File: src/rtl/trap_unit.sv
// Machine-mode trap sequencer: captures trap records, owns mtvec/mepc/mcause/mtval,
// and drives a flush followed by a fetch redirect to mtvec (trap) or mepc (mret).
//
// state       | meaning
// ST_IDLE     | waiting for trapValid / mretValid
// ST_FLUSH    | flush asserted, target already latched
// ST_REDIRECT | redirectValid asserted with redirectPc = target
module trap_unit #(
  parameter logic [31:0] MtvecReset = 32'h00001000,
  parameter int          CauseWidth = 4
) (
  input  logic                  clk,
  input  logic                  rstN,
  input  logic                  trapValid,
  input  logic [CauseWidth-1:0] trapCause,
  input  logic [31:0]           trapValue,
  input  logic [31:0]           trapPc,
  input  logic                  mretValid,
  input  logic                  csrWriteEnable,
  input  logic [11:0]           csrWriteAddr,
  input  logic [31:0]           csrWriteValue,
  input  logic [11:0]           csrReadAddr,
  output logic [31:0]           csrReadValue,
  output logic                  flush,
  output logic                  redirectValid,
  output logic [31:0]           redirectPc,
  output logic                  busy
);

  localparam logic [11:0] AddrMtvec  = 12'h305;
  localparam logic [11:0] AddrMepc   = 12'h341;
  localparam logic [11:0] AddrMcause = 12'h342;
  localparam logic [11:0] AddrMtval  = 12'h343;
  localparam logic [31:0] AlignMask  = 32'hFFFF_FFFC;

  typedef enum logic [1:0] {
    ST_IDLE     = 2'd0,
    ST_FLUSH    = 2'd1,
    ST_REDIRECT = 2'd2
  } state_t;

  state_t      r_state;
  state_t      w_state_next;
  logic        w_capture;
  logic        w_mret_take;
  logic        w_wr_mtvec;
  logic        w_wr_mepc;
  logic        w_wr_mcause;
  logic        w_wr_mtval;
  logic [31:0] r_mtvec;
  logic [31:0] r_mepc;
  logic [31:0] r_mcause;
  logic [31:0] r_mtval;
  logic [31:0] r_target;
  logic        r_flush;
  logic        r_redirect_valid;
  logic [31:0] r_redirect_pc;

  always_comb begin
    w_state_next = r_state;
    w_capture    = 1'b0;
    w_mret_take  = 1'b0;
    case (r_state)
      ST_IDLE: begin
        // A trap always wins over a simultaneous mret.
        if (trapValid) begin
          w_capture    = 1'b1;
          w_state_next = ST_FLUSH;
        end else if (mretValid) begin
          w_mret_take  = 1'b1;
          w_state_next = ST_FLUSH;
        end
      end
      ST_FLUSH:    w_state_next = ST_REDIRECT;
      ST_REDIRECT: w_state_next = ST_IDLE;
      default:     w_state_next = ST_IDLE;
    endcase
  end

  assign w_wr_mtvec  = csrWriteEnable && (csrWriteAddr == AddrMtvec);
  assign w_wr_mepc   = csrWriteEnable && (csrWriteAddr == AddrMepc);
  assign w_wr_mcause = csrWriteEnable && (csrWriteAddr == AddrMcause);
  assign w_wr_mtval  = csrWriteEnable && (csrWriteAddr == AddrMtval);

  always_ff @(posedge clk or negedge rstN) begin
    if (!rstN) begin
      r_state          <= ST_IDLE;
      r_flush          <= 1'b0;
      r_redirect_valid <= 1'b0;
      r_redirect_pc    <= 32'h0;
      r_target         <= 32'h0;
    end else begin
      r_state          <= w_state_next;
      r_flush          <= (w_state_next == ST_FLUSH);
      r_redirect_valid <= (w_state_next == ST_REDIRECT);
      if (w_state_next == ST_REDIRECT) r_redirect_pc <= r_target;
      // Target is taken from the register value, before any same-cycle CSR write.
      if (w_capture)        r_target <= r_mtvec;
      else if (w_mret_take) r_target <= r_mepc;
    end
  end

  always_ff @(posedge clk or negedge rstN) begin
    if (!rstN) begin
      r_mtvec  <= MtvecReset & AlignMask;
      r_mepc   <= 32'h0;
      r_mcause <= 32'h0;
      r_mtval  <= 32'h0;
    end else begin
      if (w_wr_mtvec) r_mtvec <= csrWriteValue & AlignMask;
      if (w_capture) begin
        r_mepc   <= trapPc & AlignMask;
        r_mcause <= {{(32-CauseWidth){1'b0}}, trapCause};
        r_mtval  <= trapValue;
      end else begin
        if (w_wr_mepc)   r_mepc   <= csrWriteValue & AlignMask;
        if (w_wr_mcause) r_mcause <= csrWriteValue;
        if (w_wr_mtval)  r_mtval  <= csrWriteValue;
      end
    end
  end

  always_comb begin
    csrReadValue = 32'h0;
    case (csrReadAddr)
      AddrMtvec:  csrReadValue = r_mtvec;
      AddrMepc:   csrReadValue = r_mepc;
      AddrMcause: csrReadValue = r_mcause;
      AddrMtval:  csrReadValue = r_mtval;
      default:    csrReadValue = 32'h0;
    endcase
  end

  assign flush         = r_flush;
  assign redirectValid = r_redirect_valid;
  assign redirectPc    = r_redirect_pc;
  assign busy          = r_flush | r_redirect_valid;

endmodule
File: config.mk
export PLATFORM = sky130hd
export DESIGN_NAME = trap_unit
export DESIGN_NICKNAME = d
export VERILOG_FILES = /design/src/rtl/trap_unit.sv
export SDC_FILE = /design/constraint.sdc
export NUM_CORES = 1
export LEC_CHECK = 0
export CELL_PAD_IN_SITES_DETAIL_PLACEMENT = 0
export CELL_PAD_IN_SITES_GLOBAL_PLACEMENT = 1
export CORE_MARGIN = 10
export CORE_UTILIZATION = 40
export CTS_CLUSTER_SIZE = 8
export DETAILED_ROUTE_END_ITERATION = 10
export PLACE_DENSITY_LB_ADDON = 0.1
export SYNTH_ARGS = -nofsm -noshare
export SYNTH_HDL_FRONTEND = slang
export SYNTH_SLANG_ARGS = --single-unit
File: constraint.sdc
create_clock -name clk -period 2.7 [get_ports clk]
set_clock_uncertainty 0.05 [all_clocks]
set_input_delay 0.54 -clock clk [delete_from_list [all_inputs] [get_ports clk]]
set_output_delay 0.54 -clock clk [all_outputs]
set_load 0.1 [all_outputs]
### Word level (Yosys, flattened, before mapping)

Index checks and enable logic that the tools add are counted.

| storage, ports and cells | value |
|---|---|
| bits in registers | 194 |
| output and inout port bits | 67 |
| word-level logic and storage cells | 47 |

| operators by class | value |
|---|---|
| equality and inequality tests | 11 |
| muxes and demuxes | 17 |
| bitwise logic cells | 1 |
| reductions and logical operators | 9 |

Operators by type and width:

| cell | number |
|---|---|
| 32-bit two-way mux | 8 |
| 32-bit one-hot mux with 4 select lines | 1 |
| 12-bit by 10-bit == test with 1-bit output (second input constant) | 8 |
| 2-bit nonzero test | 4 |
| 1-bit two-way mux | 5 |
| 2-bit by 1-bit == test with 1-bit output (second input constant) | 2 |
| 1-bit logical AND | 4 |
| 2-bit two-way mux | 2 |
| 2-bit one-hot mux with 2 select lines | 1 |
| 2-bit == test (second input constant) | 1 |
| 2-bit logical NOT | 1 |
| 1-bit bitwise OR | 1 |

### Longest topological paths before layout

| logic depth | value |
|---|---|
| word-level depth | 5 |
| gate-level depth with buffers | 6 |
| mapped depth without buffers | 4 |

### Least setup slack after synthesis

Ideal clock, no wire load.

| path | value |
|---|---|
| path type | input -> output |
| from | input port csrReadAddr[3] |
| to | output port csrReadValue[16] |
| arrival | 3.192 ns |
| slack | -1.082 ns |
| stages on the path | 5 |
| buffers on the path | 1 |
| cell sequence | or4_1 > nor4_1 > nand3_1 > clkbuf_1 > o22ai_1 |

| between the ends | value |
|---|---|
| cells in the longest elaborated chain, start to end | 2 |
| elaborated cells on any way between the ends | 5 |
| classes of those cells | eq/ne: 4; mux: 1 |

Ends and longest elaborated chain:

| what | RTL line | RTL |
|---|---|---|
| start: declaration | 22 | `input logic [11:0] csrReadAddr,` |
| 12-bit by 10-bit == test with 1-bit output | 125 | `case (csrReadAddr)` |
| 32-bit one-hot mux with 4 select lines (*) | 125 |  |
| end: declaration | 23 | `output logic [31:0] csrReadValue,` |

Every way passes the cells marked *; elsewhere a longest branch is shown, timed or not.

### Final worst setup path

| path | value |
|---|---|
| from | input port csrReadAddr[7] |
| to | output port csrReadValue[14] |

Same word-level chain as after synthesis.

==> results list <==
- Status: complete, but fails checks
- Failing checks: negative setup slack
* Number of antenna diodes: 0
* Critical path startpoint category: input pin
* Number of design rule violations left after detail routing: 0
- Post-synthesis instance area: 8830 um^2
- Total wire length: 30400 um
- The Yosys step of the flow raised 0 warnings.
- Crit Path Class: input pin to output port
* Half-perimeter wire length after placement: 19600 um
- Final layout net count: 1111
- Required time at the endpoint of the critical path: 2.11 ns
- Final-layout setup total negative slack: -5.19 ns
- Type of the tightest min-delay check: input pin to async pin
- Setup violations, final: 32
* FFs w/ async S/R, synth: 1.00
- The die covers 28400 um^2.
* Logic gate share of total power: 0.415
* Final weighted congestion of routability-driven global placement: 0.808
- # port buffers: 191
* Post-Route Utilization: 0.596
* Least setup slack across all paths after layout: -0.189 ns
* Gate count after technology mapping: 779
* Initial antenna violation count: 0
- Maximum operating frequency: 346 MHz
- Number of DRC violations after detailed-routing iteration 0: 400
- The die is 169 um tall.
* Clk pwr share: 0.217
- Across every metal layer, demand over resource in global routing totals 0.212.
- Peak supply drop: 830 uV
* Area of the placeable core: 21800 um^2
- The initial utilization of the core area, before any placement, comes to 0.406.
- Number of buffers inserted during clock tree synthesis: 17
- Counting every sink on the clock net gives 187.
- For this run, the detailed router's first-pass iteration total came to 5.
- Vias in the first global route: 7649
- After detailed routing, the average wire length per cell comes to 23.8 um.
- Routed via count divided by cell count: 5.55
* Largest fanout on the critical path: 7
* Share of the yosys chip area belonging to registers: 0.530
- Subtracting the final worst setup slack from the clock period gives 2.89 ns.
- In this run, placement finished with an instance count of 1232.
* Prevailing post-synth register cell: sky130_fd_sc_hd__dfrtp_1
* Final cell count without fillers: 1275
* EDFF count, synth: 0
- Ratio of final minimum period to clock period: 1.07
- Setup Slack @ Placement: -0.482 ns
* CTS Root Buffer Type: sky130_fd_sc_hd__clkbuf_16
* Layout overhead on the synthesized area: 46.7%
* Sequential share of power: 0.369
- Global routing finished with a remaining overflow of 0.
- Depth of the CTS H-tree: 4
- Detailed routing inserted a total of 7074 vias.
- Proportion of layout cells with a drive suffix above 1: 0.324
- By area the synthesized netlist is led by sky130_fd_sc_hd__dfrtp_1, sky130_fd_sc_hd__mux2_2, sky130_fd_sc_hd__mux2i_1, sky130_fd_sc_hd__mux2_4, sky130_fd_sc_hd__o22ai_1.
- For this design the ratio of total power to cell area is 897 nW/um^2.
- Number of primary I/O pins: 196
- For the worst-skew pair, the clock arrives at the later sink with an insertion delay of 0.43 ns.
- In this run the core area contains 54 standard-cell rows.
- STA classifies the critical path endpoint as an output port.
* Global-route wire length before repair: 46700 um
- Top cells by count, synth: sky130_fd_sc_hd__dfrtp_1, sky130_fd_sc_hd__nand2_1, sky130_fd_sc_hd__mux2_2
- At the pin with the least slew margin, the transition time is 0.666 ns.
- Synthesized area per cell: 11.3 um^2
* Leakage dissipation: 5.86 nW
- The largest single stage delay on the critical path is 0.53 ns.
- Portion of synthesized cell area occupied by the leading cell type: 0.527
* Ordered cell list for the critical path: buf_6 > or4_4 > nor4_4 > nand3b_1 > buf_6 > clkbuf_16 > o22ai_4 > buf_12
- Cell internal power was estimated by the tool at 6.67 mW.
- Reg clk slew, reported paths: 0.08 ns
* Data arrival time of the critical path: 2.30 ns
- Antenna-violating nets left: 0
- Count of maximum capacitance violations: 0
- Slew margin rel.: 0.556
* TritonCTS clock tree: done
* Cell accounting for the most synthesized area: sky130_fd_sc_hd__dfrtp_1
- Maximum clock path buffer count: 2
- The final max-slew violation count was 0.
- Hold Violations, Final: 0
- Cell with the most instances after synthesis: sky130_fd_sc_hd__dfrtp_1
* Pin count of the biggest net entering global routing: 78
- Die width: 169 um
* Cell occurring most often along the worst timing path: sky130_fd_sc_hd__buf_6
- Among all stages on the critical path, the largest delay is contributed by sky130_fd_sc_hd__or4_4.
- Sw Share: 0.427
- Switching power of the nets: 4.96 mW
- The number of different library cells used by synthesis comes to 36.
* Setup repair after global routing missed its margin: true
- Count of state elements after synthesis: 187
-- through the flow --
| stage | cell area (um^2) | total power, mW | hold WS, ns |
|---|---|---|---|
| CTS | 12900 | 11.7 | 0.0950 |
| floorplan | 9350 | 7.66 | 0.194 |
| detailed placement | 12100 | 9.18 | 0.417 |
| finish | 13000 | 11.6 | 0.0683 |
| global placement | 12100 | 9.06 | 0.414 |
| global route | 13000 | 12.2 | 0.0989 |
-- kinds of logic after synthesis --
| logic type | synth area share |
|---|---|
| mux | 0.238 |
| compound gates | 0.111 |
| buf+inv | 0.0337 |
| flops | 0.530 |
| simple gates | 0.0861 |
| other cells | 0.000425 |
-- power groups by stage --
stage                     Clock (mW)  Sequential [mW]  Combinational, mW
after floorplan                    0             5.49               2.17
after global placement             0             4.28               4.77
after detailed placement           0             4.33               4.85
after CTS                       2.59             4.28               4.86
after global routing            2.69             4.39               5.15
final                           2.52             4.28               4.82
-- cells in the final DEF (no fill, tap or decap), types with 2 or more instances in the layout --
| cell type | instances |
|---|---|
| sky130_fd_sc_hd__mux2_1 | 2 |
| sky130_fd_sc_hd__o21ai_0 | 30 |
| sky130_fd_sc_hd__clkinv_8 | 6 |
| sky130_fd_sc_hd__and3b_1 | 2 |
| sky130_fd_sc_hd__buf_4 | 60 |
| sky130_fd_sc_hd__inv_1 | 5 |
| sky130_fd_sc_hd__nor2_4 | 2 |
| sky130_fd_sc_hd__a22oi_1 | 30 |
| sky130_fd_sc_hd__mux2_2 | 88 |
| sky130_fd_sc_hd__o22ai_1 | 30 |
| sky130_fd_sc_hd__buf_16 | 7 |
| sky130_fd_sc_hd__o22ai_4 | 30 |
| sky130_fd_sc_hd__nand4_1 | 2 |
| sky130_fd_sc_hd__a31oi_1 | 32 |
| sky130_fd_sc_hd__mux2_4 | 30 |
| sky130_fd_sc_hd__clkdlybuf4s50_1 | 119 |
| sky130_fd_sc_hd__nand2_2 | 2 |
| sky130_fd_sc_hd__conb_1 | 2 |
| sky130_fd_sc_hd__mux2i_1 | 64 |
| sky130_fd_sc_hd__buf_2 | 3 |
| sky130_fd_sc_hd__a21oi_1 | 4 |
| sky130_fd_sc_hd__inv_8 | 2 |
| sky130_fd_sc_hd__buf_6 | 4 |
| sky130_fd_sc_hd__nand2_1 | 94 |
| sky130_fd_sc_hd__nor2b_4 | 2 |
| sky130_fd_sc_hd__buf_12 | 47 |
| sky130_fd_sc_hd__inv_6 | 4 |
| sky130_fd_sc_hd__dfrtp_1 | 186 |
| sky130_fd_sc_hd__clkbuf_16 | 18 |
| sky130_fd_sc_hd__nor2_1 | 65 |
-- worst paths after layout --
check                      cells past startpoint           start  slack (ns)               end
max in group asynchronous                      2            rstN        1.75       r_mtvec[12]
min in group clk                               2     r_target[8]        0.43       r_target[8]
max reg2reg                                    5   redirectValid        0.74         r_mepc[2]
min reg2reg                                    2     r_target[8]        0.43       r_target[8]
max                                            8  csrReadAddr[7]       -0.19  csrReadValue[14]
min                                            1            rstN        0.07     redirectPc[3]
-- routing by layer --
layer | vias to the layer above | part of all wire | GRT usage
met4 | 0 | 0.015 | 0.0511
met1 | 3618 | 0.44 | 0.269
met3 | 31 | 0.043 | 0.0387
met5 | - | 0 | 0
met2 | 207 | 0.50 | 0.364
li1 | 3218 | - | -
-- timing repair --
action,CTS,global route
gates resized for setup,23,4
endpoints found under the setup margin,32,32
pin swaps,14,4
cloned,6,1
hold buffers,0,0
buffers inserted,5,0
-- critical path, delay by kind of cell --
kind / cells / cell delay [ns]
AO/OA/AOI/OAI: 1 / 0.19
AND/OR/NAND/NOR: 3 / 0.90
buffers and inverters: 4 / 0.66
-- flip-flops by register name, indices dropped and copies added, names as in the netlist --
signal         count
r_mcause          32
r_mtval           32
r_mepc            30
r_mtvec           30
r_target          30
redirectPc        30
flush              1
r_state            1
redirectValid      1
-- area by class of cell --
cell class | count | area, um^2
Clock inverter | 15 | 188
Sequential cell | 187 | 4680
Inverter | 5 | 18.8
Timing Repair Buffer | 245 | 2930
Clock buffer | 17 | 425
Fill cell | 1784 | 8800
Multi-Input combinational cell | 526 | 4360
Tap cell | 280 | 350
Note: power is estimated with default switching activity, not from simulation.
